**src/rtl/apv_event_arbiter_if.sv**
```systemverilog
// Output word stream from the APV event arbiter toward the formatter.
// Ports: DOUT (32b word), DOUT_VALID, DOUT_READY (valid/ready handshake).
interface apv_event_arbiter_if;
    logic [31:0] DOUT;
    logic        DOUT_VALID;
    logic        DOUT_READY;

    modport master (
        output DOUT,
        output DOUT_VALID,
        input  DOUT_READY
    );

    modport slave (
        input  DOUT,
        input  DOUT_VALID,
        output DOUT_READY
    );
endinterface

```
**src/rtl/apv_event_arbiter.sv**
```systemverilog
// APV event builder: drains masked channel FIFOs in ascending order and
// wraps the data with header/trailer words onto one 32-bit stream.
// Ports: CLK, RSTb (async low), ENABLE, CH_MASK, SAMPLE_PER_EVENT,
//   CH_EMPTY/CH_DATA/CH_RD (FIFO side), dout_if (master stream),
//   BUSY, EVENT_CNT, TIMEOUT_ERR, CLR_ERR.
// Optional: define APV_ARB_TIMEOUT_EN for the per-channel empty timeout.
module apv_event_arbiter #(
    parameter int NCH             = 8,
    parameter int WORDS_PER_FRAME = 65,
    parameter int TIMEOUT_CYC     = 4096
) (
    input  logic                CLK,
    input  logic                RSTb,
    input  logic                ENABLE,
    input  logic [NCH-1:0]      CH_MASK,
    input  logic [4:0]          SAMPLE_PER_EVENT,
    input  logic [NCH-1:0]      CH_EMPTY,
    input  logic [26*NCH-1:0]   CH_DATA,
    output logic [NCH-1:0]      CH_RD,
    apv_event_arbiter_if.master dout_if,
    output logic                BUSY,
    output logic [15:0]         EVENT_CNT,
    output logic [NCH-1:0]      TIMEOUT_ERR,
    input  logic                CLR_ERR
);

    typedef enum logic [2:0] {
        IDLE, HDR, READ, NEXT, TRL, DRAIN
    } state_t;

    state_t         state;
    logic [NCH-1:0] mask_q;
    logic [15:0]    target;
    logic [15:0]    rd_cnt;
    logic [3:0]     ch_sel;
    logic [23:0]    word_cnt;

    // One read may be in flight; its data lands the following cycle.
    logic           pend;
    logic [3:0]     pend_ch;

    logic [31:0]    q_mem [4];
    logic [1:0]     wr_ptr;
    logic [1:0]     rd_ptr;
    logic [2:0]     q_cnt;

    logic           sel_empty;
    logic [25:0]    land_data;
    logic [3:0]     first_ch;
    logic [3:0]     next_ch;
    logic           next_ok;
    logic           issue;
    logic           hdr_push;
    logic           trl_push;
    logic           push;
    logic           pop;
    logic [31:0]    push_word;
    logic [4:0]     frames;
    logic           tmo_hit;

    always_comb begin
        sel_empty = 1'b1;
        land_data = '0;
        first_ch  = '0;
        next_ch   = '0;
        next_ok   = 1'b0;
        // Descending scan so the lowest qualifying index wins.
        for (int i = NCH - 1; i >= 0; i--) begin
            if (mask_q[i]) first_ch = 4'(i);
            if (mask_q[i] && 4'(i) > ch_sel) begin
                next_ch = 4'(i);
                next_ok = 1'b1;
            end
        end
        for (int i = 0; i < NCH; i++) begin
            if (ch_sel == 4'(i)) sel_empty = CH_EMPTY[i];
            if (pend_ch == 4'(i)) land_data = CH_DATA[26*i +: 26];
        end
    end

    // Count in-flight reads against queue room so nothing can be dropped.
    assign issue = (state == READ) && !sel_empty
                && ((q_cnt + {2'b00, pend}) < 3'd4);

    always_comb begin
        CH_RD = '0;
        for (int i = 0; i < NCH; i++)
            CH_RD[i] = issue && (ch_sel == 4'(i));
    end

    assign hdr_push = (state == HDR) && ((q_cnt + {2'b00, pend}) < 3'd4);
    assign trl_push = (state == TRL) && !pend && (q_cnt < 3'd4);
    assign push     = pend | hdr_push | trl_push;
    assign pop      = dout_if.DOUT_VALID && dout_if.DOUT_READY;
    assign frames   = (SAMPLE_PER_EVENT == 5'd0) ? 5'd1 : SAMPLE_PER_EVENT;

    always_comb begin
        push_word = {2'b11, 6'b0, word_cnt};
        unique case (1'b1)
            pend:     push_word = {2'b00, pend_ch, land_data};
            hdr_push: push_word = {2'b10, 14'b0, EVENT_CNT};
            default:  push_word = {2'b11, 6'b0, word_cnt};
        endcase
    end

    assign dout_if.DOUT       = q_mem[rd_ptr];
    assign dout_if.DOUT_VALID = (q_cnt != 3'd0);

    always_ff @(posedge CLK or negedge RSTb) begin
        if (!RSTb) begin
            q_mem   <= '{default: '0};
            wr_ptr  <= '0;
            rd_ptr  <= '0;
            q_cnt   <= '0;
            pend    <= 1'b0;
            pend_ch <= '0;
        end else begin
            if (push) begin
                q_mem[wr_ptr] <= push_word;
                wr_ptr        <= wr_ptr + 2'd1;
            end
            if (pop) rd_ptr <= rd_ptr + 2'd1;
            q_cnt   <= q_cnt + 3'(push) - 3'(pop);
            pend    <= issue;
            pend_ch <= ch_sel;
        end
    end

    always_ff @(posedge CLK or negedge RSTb) begin
        if (!RSTb) begin
            state     <= IDLE;
            mask_q    <= '0;
            target    <= '0;
            rd_cnt    <= '0;
            ch_sel    <= '0;
            word_cnt  <= '0;
            BUSY      <= 1'b0;
            EVENT_CNT <= '0;
        end else begin
            unique case (state)
                IDLE: if (ENABLE && |CH_MASK) begin
                    mask_q   <= CH_MASK;
                    target   <= 16'(frames) * 16'(WORDS_PER_FRAME);
                    word_cnt <= '0;
                    BUSY     <= 1'b1;
                    state    <= HDR;
                end
                HDR: if (hdr_push) begin
                    ch_sel <= first_ch;
                    rd_cnt <= '0;
                    state  <= READ;
                end
                READ: if (issue) begin
                    rd_cnt   <= rd_cnt + 16'd1;
                    word_cnt <= word_cnt + 24'd1;
                    if (rd_cnt + 16'd1 == target) state <= NEXT;
                end else if (tmo_hit) begin
                    state <= NEXT;
                end
                NEXT: if (next_ok) begin
                    ch_sel <= next_ch;
                    rd_cnt <= '0;
                    state  <= READ;
                end else begin
                    state <= TRL;
                end
                TRL: if (trl_push) state <= DRAIN;
                DRAIN: if (q_cnt == 3'd0) begin
                    EVENT_CNT <= EVENT_CNT + 16'd1;
                    BUSY      <= 1'b0;
                    state     <= IDLE;
                end
                default: state <= IDLE;
            endcase
        end
    end

`ifdef APV_ARB_TIMEOUT_EN
    logic [15:0]    tmo_cnt;
    logic [NCH-1:0] err_set;

    assign tmo_hit = (state == READ) && sel_empty
                  && (tmo_cnt == 16'(TIMEOUT_CYC - 1));

    always_comb begin
        err_set = '0;
        for (int i = 0; i < NCH; i++)
            err_set[i] = tmo_hit && (ch_sel == 4'(i));
    end

    always_ff @(posedge CLK or negedge RSTb) begin
        if (!RSTb) begin
            tmo_cnt     <= '0;
            TIMEOUT_ERR <= '0;
        end else begin
            if (state != READ || issue || tmo_hit)
                tmo_cnt <= '0;
            else if (sel_empty)
                tmo_cnt <= tmo_cnt + 16'd1;
            // A fresh timeout overrides a simultaneous clear.
            TIMEOUT_ERR <= (CLR_ERR ? '0 : TIMEOUT_ERR) | err_set;
        end
    end
`else
    assign tmo_hit     = 1'b0;
    assign TIMEOUT_ERR = '0;

    wire [16:0] unused_tmo = {CLR_ERR, 16'(TIMEOUT_CYC)};
`endif

endmodule

```
**src/flat_wrapper.sv**
```systemverilog
// flat-port wrapper written by rule: the top's interface ports become plain ports
module apv_event_arbiter_flat 
#(
    parameter int NCH             = 8,
    parameter int WORDS_PER_FRAME = 65,
    parameter int TIMEOUT_CYC     = 4096
)
  (CLK, RSTb, ENABLE, CH_MASK, SAMPLE_PER_EVENT, CH_EMPTY, CH_DATA, CH_RD, BUSY, EVENT_CNT, TIMEOUT_ERR, CLR_ERR, dout_if_DOUT, dout_if_DOUT_VALID, dout_if_DOUT_READY);
  apv_event_arbiter_if dout_if_i ();
  input  logic CLK;
  input  logic RSTb;
  input  logic ENABLE;
  input  logic [NCH-1:0] CH_MASK;
  input  logic [4:0] SAMPLE_PER_EVENT;
  input  logic [NCH-1:0] CH_EMPTY;
  input  logic [26*NCH-1:0] CH_DATA;
  output logic [NCH-1:0] CH_RD;
  output logic BUSY;
  output logic [15:0] EVENT_CNT;
  output logic [NCH-1:0] TIMEOUT_ERR;
  input  logic CLR_ERR;
  output wire logic [$bits(dout_if_i.DOUT)-1:0] dout_if_DOUT;
  output wire logic [$bits(dout_if_i.DOUT_VALID)-1:0] dout_if_DOUT_VALID;
  input wire logic [$bits(dout_if_i.DOUT_READY)-1:0] dout_if_DOUT_READY;
  assign dout_if_DOUT = dout_if_i.DOUT;
  assign dout_if_DOUT_VALID = dout_if_i.DOUT_VALID;
  assign dout_if_i.DOUT_READY = dout_if_DOUT_READY;
  apv_event_arbiter #(.NCH(NCH), .WORDS_PER_FRAME(WORDS_PER_FRAME), .TIMEOUT_CYC(TIMEOUT_CYC)) u_core (.CLK(CLK), .RSTb(RSTb), .ENABLE(ENABLE), .CH_MASK(CH_MASK), .SAMPLE_PER_EVENT(SAMPLE_PER_EVENT), .CH_EMPTY(CH_EMPTY), .CH_DATA(CH_DATA), .CH_RD(CH_RD), .dout_if(dout_if_i), .BUSY(BUSY), .EVENT_CNT(EVENT_CNT), .TIMEOUT_ERR(TIMEOUT_ERR), .CLR_ERR(CLR_ERR));
endmodule
```
**config.mk**
```make
export PLATFORM = sky130hd
export DESIGN_NAME = apv_event_arbiter_flat
export DESIGN_NICKNAME = d
export VERILOG_FILES = /design/src/rtl/apv_event_arbiter_if.sv /design/src/rtl/apv_event_arbiter.sv /design/src/flat_wrapper.sv
export SDC_FILE = /design/constraint.sdc
export NUM_CORES = 1
export LEC_CHECK = 0
export CAP_MARGIN = 5
export CORE_ASPECT_RATIO = 1.2
export CORE_UTILIZATION = 50
export DETAILED_ROUTE_END_ITERATION = 12
export DONT_BUFFER_PORTS = 1
export HOLD_SLACK_MARGIN = 0.15
export PLACE_DENSITY_LB_ADDON = 0.1
export SLEW_MARGIN = 30
export SYNTH_ARGS = -nofsm -noshare
export SYNTH_HDL_FRONTEND = slang
export SYNTH_SLANG_ARGS = --single-unit
```
**constraint.sdc**
```tcl
create_clock -name CLK -period 2.8 [get_ports CLK]
set_clock_uncertainty 0.15 [all_clocks]
set_input_delay 0.28 -clock CLK [delete_from_list [all_inputs] [get_ports CLK]]
set_output_delay 0.28 -clock CLK [all_outputs]
set_load 0.005 [all_outputs]
```
==> impl_metrics.csv, run 1 <==
group,metric,value,unit
run_status,status,"complete, but fails checks",
run_status,violations,"hold timing",
yosys,synth-async-reset-ratio,1.000,
drt,vias,8963,
cells_and_area,final_area,0.01378,mm2
cells_and_area,final_common_cell,"dfrtp_1",
die,rows,62,
drt,routed_via_density,6.085,
yosys,synth_flop_cell,"dfrtp_1",
cells_and_area,drive_gt1_frac,0.2581,
placed_design,dp_worst_setup_slack,0.2042,ns
worst_setup_path,critPathCaptureType,"primary output",
cells_and_area,utilization,0.5729,
clock_network,hold_buffers,23,
yosys,syn-instance-count,1120,
yosys,synth_cell_types,69,
timing,hold_ws,-0.6843,ns
placed_design,dp_hpwl,23340,um
yosys,synthSimpleGateAreaFrac,0.1223,
grt,grt_pass1_wl,50610,um
grt,grt-ovfl-total,0,
die,die_y,173.9,um
die,die_area,0.02525,mm2
timing,fmax,377.9,MHz
yosys,syn_area_per_cell,10.99,um2
clock_network,insertion_delay,0.51,ns
cells_and_area,nNetsFinal,1374,
clock_network,cts_max_path_buffers,3,
grt,first_global_vias,8837,
yosys,synth_top_cell_area_share,0.4290,
cells_and_area,final_cell_mix,"dfrtp_1 (204), mux2_2 (128), nand2_1 (112)",
timing,timing.slew.headroom,0.5568,
drt,drt_iter0_drc,533,
yosys,synth_top_family_by_area,"multiplexers",
power_and_ir_drop,finalPower,14.33,mW
clock_network,cts_sinks,211,
timing,finalCritPeriodShare,0.9450,
clock_network,cts_root_buffer,"clkbuf_16",
timing,rsz0062_at_grt,"no",
clock_network,path_clk_slew,0.06,ns
cells_and_area,fin_cells,1473,
timing,setup_viol,0,
drt,drtPass1Iterations,5,
worst_setup_path,startpoint_type,"register",
drt,drc_errors,0,
yosys,ys_seq_area_frac,0.4290,
die,dieWidth,145.2,um
yosys,synthXorXnorAreaFrac,0.04046,
drt,ant_nets,0,
clock_network,cts_buffers,24,
placed_design,dp_cells,1400,
grt,antenna_found_initial,7,
placed_design,placed_cell_area,0.01270,mm2
power_and_ir_drop,power_density,1040,mW/mm2
timing,worst_slack,0.1539,ns
yosys,synth_warnings,0,
worst_setup_path,cp.required,2.37,ns
placed_design,io_buffer_count,0,
worst_setup_path,worstSetupPathType,"register to primary output",
drt,drt-total-wl,32850,um
power_and_ir_drop,irDropWorstVdd,0.0005972,V
grt,grt_util_all_layers,0.2595,
worst_setup_path,cp_max_fo,13,
drt,wire_per_inst,22.30,um
hold_path,min_path_type,"primary input to asynchronous set/reset pin",
yosys,synthMuxAreaShare,0.2418,
cells_and_area,area_growth,11.95,%
clock_network,htreeDepth,1,
timing,setup_tns,0,ns
grt,grt_max_degree,212,
yosys,synth-seq-cells,211,
timing,fin_crit,2.646,ns
worst_setup_path,cp.arrival,2.22,ns
power_and_ir_drop,power_leakage,5.907,nW
cells_and_area,fill_cells,2068,
yosys,netlist_area,0.01231,mm2
placed_design,gp_congestion,0.8946,
die,io_pins,300,
timing,finalMaxSlewViolations,0,
yosys,synth_edf_count,0,
clock_network,cts_tree,"yes",
job,maxCapViolCount,0,
yosys,synth_compound_area_frac,0.1138,
yosys,yosysTopAreaCell,"dfrtp_1",
timing,worstMarginPinSlew,0.6640,ns
yosys,ys_top_cells_by_area,"dfrtp_1 (43%), mux2_2 (12%), mux4_2 (11%), nand2_1 (3.4%), a21oi_1 (2.6%)",
die,start_util,0.5118,
die,coreArea,0.02405,mm2
yosys,synthAdderAreaFrac,0.01078,
timing,hold_viol_final,211,
-- layout make-up --
cell class                 instances  area, um2  share of cell area
multi-input combinational        813       6565              0.4765
sequential                       211       5291              0.3841
tap                              320      400.4             0.02906
inverter                          19      71.32            0.005177
antenna                            6      15.01            0.001090
clock inverter                     5      53.80            0.003905
timing repair buffer              61      615.6             0.04468
clock buffer                      38      764.5             0.05549
-- cell families after synthesis --
logic type / Yosys count
xor gates and xnor gates: 56
and+or+nand+nor: 306
DFF: 211
AOI/OAI and AO/OA: 225
muxes: 207
adders and majority gates: 10
buffers and inverters: 104
other: 1
-- state kept, by name, indices dropped and copies added, names as in the netlist --
register	count
u_core.q_mem	124
u_core.pend	1
u_core.mask_q	8
u_core.rd_ptr	2
u_core.target	5
u_core.wr_ptr	2
u_core.ch_sel	3
u_core.state	3
u_core.q_cnt	3
u_core.word_cnt	24
u_core.pend_ch	3
u_core.EVENT_CNT	16
u_core.rd_cnt	16
u_core.BUSY	1
-- where the power goes --
| group | leakage [nW] | internal, mW | switching, mW | total [mW] |
|---|---|---|---|---|
| clock network | 0.408 | 1.95 | 1.24 | 3.19 |
| registers | 2.77 | 3.97 | 0.723 | 4.69 |
| logic | 2.73 | 2.98 | 3.47 | 6.45 |
-- critical path, stage by stage, from the launching register on --
cell and delay [ns]:
dfrtp_2 0.51, mux2_2 0.37, a21oi_1 0.17, o2111ai_2 0.14
inv_2 0.18, nand2b_1 0.13, nor3_1 0.20
-- synth_stat cells, drive strengths merged, types with 2 or more instances --
cell and number:
dfrtp 211, mux2 129, nand2 112, o21ai 68, nor2 65, a21oi 64, mux4 59, buf 57
xor2 30, nand3 29, clkbuf 28, xnor2 26, inv 19, mux2i 19, nor3 17, nand4 16
a22oi 12, a22o 11, a31oi 11, o31ai 11, and3 10, ha 9, o22ai 9, and2 8
nand2b 8, nor2b 7, nor3b 7, nor4 7, a211oi 5, o221ai 5, or3 5, a21o 4
a2bb2oi 4, and4 4, nand3b 4, o211ai 4, o21a 4, a2111oi 3, or4 3, a21boi 2
o2111ai 2, o21bai 2
-- path summary, 6_finish.rpt --
path / from / end / slack (ns) / depth (start not counted)
min in group CLK: ENABLE / u_core.mask_q[2]$_DFFE_PN0P_ / 0.15 / 3
worst min-delay path: RSTb / u_core.q_mem[57]$_DFFE_PN0P_ / -0.68 / 0
worst max register to register: u_core.rd_cnt[0]$_DFFE_PN0P_ / u_core.state[0]$_DFFE_PN0P_ / 0.16 / 8
max in group asynchronous: RSTb / u_core.pend$_DFF_PN0_ / 2.78 / 0
worst max-delay path: u_core.ch_sel[0]$_DFFE_PN0P_ / CH_RD[0] / 0.15 / 6
worst min register to register: u_core.q_mem[123]$_DFFE_PN0P_ / u_core.q_mem[123]$_DFFE_PN0P_ / 0.33 / 2
-- per-layer routing --
layer | wire [um] | GRT usage | share of wire
met4 | 777 | 0.07588 | 0.024
met2 | 16180 | 0.4309 | 0.49
met5 | 25 | 0 | 0.00076
met3 | 1714 | 0.04000 | 0.052
met1 | 14150 | 0.3528 | 0.43
-- timing repair --
action                                  CTS  global route
buffers inserted                          0             1
hold endpoints to repair                248           211
pin swaps                                 0             1
gates cloned                              0             0
endpoints found under the setup margin    5             9
resized for setup                         1             2
No activity file was read; power rests on OpenSTA's default activity.
==> inputs of run 2 (changes only) <==
--- a/config.mk
+++ b/config.mk
@@ -5,7 +5,7 @@
 export SDC_FILE = /design/constraint.sdc
 export NUM_CORES = 1
 export LEC_CHECK = 0
-export CAP_MARGIN = 5
+export CAP_MARGIN = 20
 export CORE_ASPECT_RATIO = 1.2
 export CORE_UTILIZATION = 50
 export DETAILED_ROUTE_END_ITERATION = 12
==> results of run 2 <==
Final layout, timing and power as in run 1 (identical DEF).
